$ cat src/rtl/f1_light_seq.sv
// F1 start-light sequencer: built-in tick divider, lamp fill, random or fixed hold, done pulse.
// All outputs come straight from registers; the free-running LFSR supplies the hold length.
module f1_light_seq #(
   parameter int WIDTH      = 8,
   parameter int N_WIDTH    = 16,
   parameter int LFSR_WIDTH = 7,
   parameter int FIXED_HOLD = 0
) (
   input  logic               clk,
   input  logic               rst,
   input  logic               en,
   input  logic               trigger,
   input  logic               abort,
   input  logic [N_WIDTH-1:0] N,
   output logic [WIDTH-1:0]   data_out,
   output logic               busy,
   output logic               done
);

   localparam int FH_W   = $clog2(FIXED_HOLD + 1);
   localparam int HOLD_W = (LFSR_WIDTH > FH_W) ? LFSR_WIDTH : FH_W;

   // Maximal-length Fibonacci tap masks (bit k-1 set for tap k)
   function automatic logic [31:0] lfsr_taps(input int w);
      case (w)
         3:       return 32'h0000_0006;
         4:       return 32'h0000_000C;
         5:       return 32'h0000_0014;
         6:       return 32'h0000_0030;
         7:       return 32'h0000_0060;
         8:       return 32'h0000_00B8;
         9:       return 32'h0000_0110;
         10:      return 32'h0000_0240;
         11:      return 32'h0000_0500;
         12:      return 32'h0000_0829;
         13:      return 32'h0000_100D;
         14:      return 32'h0000_2015;
         15:      return 32'h0000_6000;
         16:      return 32'h0000_D008;
         17:      return 32'h0001_2000;
         18:      return 32'h0002_0400;
         19:      return 32'h0004_0023;
         20:      return 32'h0009_0000;
         21:      return 32'h0014_0000;
         22:      return 32'h0030_0000;
         23:      return 32'h0042_0000;
         default: return 32'h00E1_0000;
      endcase
   endfunction

   localparam logic [31:0] TAPS = lfsr_taps(LFSR_WIDTH);

   typedef enum logic [1:0] {S_IDLE, S_FILL, S_HOLD} state_t;

   state_t               r_state, w_state_nx;
   logic [N_WIDTH-1:0]   r_cnt, w_cnt_nx;
   logic [WIDTH-1:0]     r_data, w_data_nx;
   logic [HOLD_W-1:0]    r_hold, w_hold_nx;
   logic [LFSR_WIDTH-1:0] r_lfsr;
   logic                 r_busy, r_done, w_done_nx;
   logic                 w_tick, w_fb;

   assign w_tick   = en && (r_cnt == '0);
   assign w_fb     = ^(r_lfsr & TAPS[LFSR_WIDTH-1:0]);
   assign data_out = r_data;
   assign busy     = r_busy;
   assign done     = r_done;

   always_comb begin
      w_state_nx = r_state;
      w_data_nx  = r_data;
      w_hold_nx  = r_hold;
      w_done_nx  = 1'b0;
      w_cnt_nx   = r_cnt;
      if (w_tick)
         w_cnt_nx = N;
      else if (en)
         w_cnt_nx = r_cnt - N_WIDTH'(1);

      if (abort) begin
         w_state_nx = S_IDLE;
         w_data_nx  = '0;
      end else begin
         case (r_state)
            S_IDLE: begin
               w_data_nx = '0;
               // Restart the divider so the first lamp is a full period away
               if (en && trigger) begin
                  w_state_nx = S_FILL;
                  w_cnt_nx   = N;
               end
            end
            S_FILL: begin
               if (w_tick) begin
                  w_data_nx = {r_data[WIDTH-2:0], 1'b1};
                  if (r_data[WIDTH-2:0] == '1) begin
                     w_state_nx = S_HOLD;
                     w_hold_nx  = (FIXED_HOLD != 0) ? HOLD_W'(FIXED_HOLD) : HOLD_W'(r_lfsr);
                  end
               end
            end
            S_HOLD: begin
               if (w_tick) begin
                  w_hold_nx = r_hold - HOLD_W'(1);
                  if (r_hold == HOLD_W'(1)) begin
                     w_data_nx  = '0;
                     w_done_nx  = 1'b1;
                     w_state_nx = S_IDLE;
                  end
               end
            end
            default: begin
               w_state_nx = S_IDLE;
               w_data_nx  = '0;
            end
         endcase
      end
   end

   always_ff @(posedge clk or negedge rst) begin
      if (!rst) begin
         r_state <= S_IDLE;
         r_cnt   <= '0;
         r_data  <= '0;
         r_hold  <= '0;
         r_busy  <= 1'b0;
         r_done  <= 1'b0;
      end else begin
         r_state <= w_state_nx;
         r_cnt   <= w_cnt_nx;
         r_data  <= w_data_nx;
         r_hold  <= w_hold_nx;
         r_busy  <= (w_state_nx != S_IDLE);
         r_done  <= w_done_nx;
      end
   end

   // Runs on every clock regardless of en so the hold length is unpredictable
   always_ff @(posedge clk or negedge rst) begin
      if (!rst)
         r_lfsr <= LFSR_WIDTH'(1);
      else
         r_lfsr <= {r_lfsr[LFSR_WIDTH-2:0], w_fb};
   end

endmodule
$ cat config.mk
export PLATFORM = sky130hd
export DESIGN_NAME = f1_light_seq
export DESIGN_NICKNAME = d
export VERILOG_FILES = /design/src/rtl/f1_light_seq.sv
export SDC_FILE = /design/constraint.sdc
export NUM_CORES = 1
export LEC_CHECK = 0
export ABC_AREA = 0
export CAP_MARGIN = 10
export CORE_ASPECT_RATIO = 2
export CORE_MARGIN = 2
export CORE_UTILIZATION = 54
export DETAILED_ROUTE_END_ITERATION = 8
export PLACE_DENSITY = 0.84
export SETUP_SLACK_MARGIN = 0.02
export SLEW_MARGIN = 20
export SYNTH_ARGS = -nofsm -noshare
export SYNTH_HDL_FRONTEND = slang
export SYNTH_SLANG_ARGS = --single-unit
$ cat constraint.sdc
create_clock -name clk -period 2.6 [get_ports clk]
set_input_delay 0.52 -clock clk [delete_from_list [all_inputs] [get_ports clk]]
set_output_delay 0.52 -clock clk [all_outputs]
set_load 0.01 [all_outputs]
==> summary.txt <==
Place
  • Number of I/O port buffers: 30
  • Final Wtd Congestion: roughly 0.81
  • Detail Placement HPWL: approximately 3200 um

Synthesis
  • Top cell type's share of synthesized area: a little under 50%
  • Top post-synthesis cells by area: dfrtp_1 49%, nor2_1 7.3%, a21oi_1 7.1%
  • Ys flop type: dfrtp_1
  • Syn Nets: ~250
  • Post-synthesis async set-or-reset flop share: 100%
  • Syn_area_per_cell: slightly above 9 um2
  • Mapped cell area: about 2100 um2
  • Dominant cell type by area after synthesis: dfrtp_1
  • Synth Instances: approximately 230
  • Synth cell types: 41
  • Synth Warn #: 0
  • Seq/Total Area, Yosys: approximately half
  • Synthesized flop and latch total: 42
  • Number of flops mapped to enable cells by yosys: 0
  • Top cells by count, synth: 41 x dfrtp_1, 41 x nor2_1, 30 x a21oi_1, 17 x nand2_1, 12 x o21ai_1

Timing
  • Skew final: approximately 0.0032 ns
  • Max Fclk: 472 MHz
  • Fin crit share: 81.5%
  • Final setup viols: 0
  • Min Tclk post-route: 2.12 ns
  • Count of final max-slew check failures: 0
  • Worst-Margin Slew: between 0.9 and 1 ns
  • Relative slew margins: between 30 and 40%
  • RSZ-0062 raised after global routing: no
  • Setup TNS: 0 ns
  • Hold Fails Final Rpt: 0

CTS
  • Clock transition at path regs: ~0.08 ns
  • Setup repair bufs after CTS: 0
  • Clock buffer depth: 2
  • Clock root buffer: clkbuf_8
  • CTS sink count: between 40 and 50
  • Clock tree from TritonCTS: yes
  • Clock latency on the worst-skew pair: 0.29 ns
  • CTS H-tree depth: 2
  • Cts bufs inserted: 5
  • CTS hold repair buffers: 0
  • Resized cells post-CTS: 0

Global routing
  • GR Overflow Total: 0
  • First-pass GRT wire length: ~7400 um
  • Largest net degree at the start of global routing: 43
  • Overall Global Routing Usage: between 20% and 30%
  • Vias in the first global route: about 1,700
  • Initial antenna violation count: 0

Floorplan
  • Core box area: between 3000 and 4000 um2
  • Ports: 31
  • Die Footprint: about 4500 um2
  • Row cnt: 32
  • Die width: approximately 48 um
  • Starting Density: ~55%
  • Die height: 92.4 um

Critical path
  • Worst path required time: about 2.8 ns
  • Critical-path cell list: clkdlybuf4s50_1, buf_4, nor4b_2, nand2_1, or4_1, xor2_1, a21oi_1
  • Worst setup SP type: primary input
  • Nature of the critical path endpoint: flop
  • CP peak stage delay: between 0.4 and 0.5 ns
  • Crit path kind: primary input to flop
  • CP Data Arrival Time: ~2.3 ns
  • Slowest CP cell: clkdlybuf4s50_1
  • Crit-path max FO: 7

Pwr
  • Sw frac: between 20% and 30%
  • Worst VDD drop: about 0.46 mV
  • Clock power share: roughly 28%
  • Sw power: around 0.44 mW
  • Total power: roughly 1.5 mW
  • Pwr/cell area: 597 nW/um2
  • Int Power: about 1.1 mW
  • Sequential share of power: a little over half
  • Combinational power share: roughly 18%
  • LEAKAGE: approximately 1.1 nW

Detailed routing
  • Drt wl/cell: between 10 and 15 um
  • Via density: roughly 5.5
  • Detailed Route Iter0 Violations: 13
  • Met1 Wirelength: between 1500 and 2000 um
  • Highest Signal Layer: met4
  • Met3 routed WL: between 100 and 150 um
  • WL final: between 4000 and 5000 um
  • Post-route ant nets: 0
  • Vias: approximately 1,700
  • Residual DRC: 0
  • Met2 WL post-DR: 2470 um
  • DR pass1 iterations: 4

Layout
  • Filler cells: a little over 300
  • Post-layout nets: ~290
  • Layout area overhead: 22.3%
  • Multi-input gate area: 1010 um2
  • Ant diodes: 0
  • Storage cell area: between 1000 and 1500 um2
  • Share of cells above drive strength 1: roughly a tenth

Job
  • Max Cap Violations: 0

Min path
  • Hold crit path type: primary input to asynchronous set/reset pin

Run status
  • Status: completed
-- power groups by stage --
stage	sequential (mW)	clock, mW	combinational [mW]
after floorplan	0.823	0	0.191
after global placement	0.835	0	0.269
after detailed placement	0.842	0	0.277
after CTS	0.829	0.444	0.280
after global routing	0.841	0.465	0.317
final	0.828	0.436	0.278
-- sequential cells by signal (all words and copies together), names as in the netlist --
register  flops
done          1
r_hold        7
r_cnt        16
r_lfsr        7
r_state       2
busy          1
data_out      8
-- worst paths after layout --
check	start	endpoint	slack (ns)	cells after the start
worst max-delay path	en	r_cnt[9]	0.48	7
worst min-delay path	rst	r_lfsr[5]	0.36	1
worst max register to register	r_cnt[0]	data_out[1]	0.50	8
worst min register to register	r_lfsr[2]	r_lfsr[3]	0.38	0
max in group asynchronous	rst	r_cnt[11]	1.67	1
min in group clk	r_lfsr[2]	r_lfsr[3]	0.38	0
-- cell usage in the layout (no fill, tap or decap), types with 5 or more instances in the layout --
cell and count:
dfrtp_1 41, or3_1 6, xnor2_1 8, inv_1 5, a21oi_1 29, nand2_1 17
clkbuf_8 6, xor2_1 6, buf_4 7, clkdlybuf4s50_1 29, o21ai_1 12, nor2_1 41
nand3_1 7
-- final cells by class --
class	instances	area share, %
tap	51	2.47
clock buffer	7	3.34
timing repair buffer	37	13.5
sequential	42	40.8
inverter	5	0.727
multi-input combinational	173	39.0
clock inverter	1	0.194
-- worst max-delay path, delay by kind of cell --
kind	cells	cell delay, ns
XOR/XNOR	1	0.16
buffers and inverters	2	0.63
AND/OR/NAND/NOR	3	0.87
AO/OA/AOI/OAI	1	0.08
-- logic make-up after synthesis --
group                    synth area share, %
AND/OR/NAND/NOR                         22.9
AO/OA/AOI/OAI                           15.1
flip-flops                              49.9
XOR/XNOR                                5.81
buffers and inverters                   2.96
adder cells (fa/ha/maj)                 2.37
multiplexers                            1.01
-- per-layer routing --
metal / global-route usage (%) / vias to the layer above
met5: 0 / -
met4: 9.91 / 0
met3: 4.48 / 12
met2: 38.5 / 37
met1: 26.1 / 838
li1: - / 861
-- per-stage QoR --
step                      hold WS (ns)  instances  area [um2]  util (%)  setup WS (ns)
after floorplan                  0.224        229        2110         -          0.639
after global placement           0.362        308        2480      65.3         0.0866
after detailed placement         0.368        308        2480      65.3         0.0398
after CTS                        0.386        316        2570      67.7          0.293
after global routing             0.394        316        2580      67.9          0.313
final                            0.355        316        2580      67.9          0.481
(Power assumes the default switching activity.)
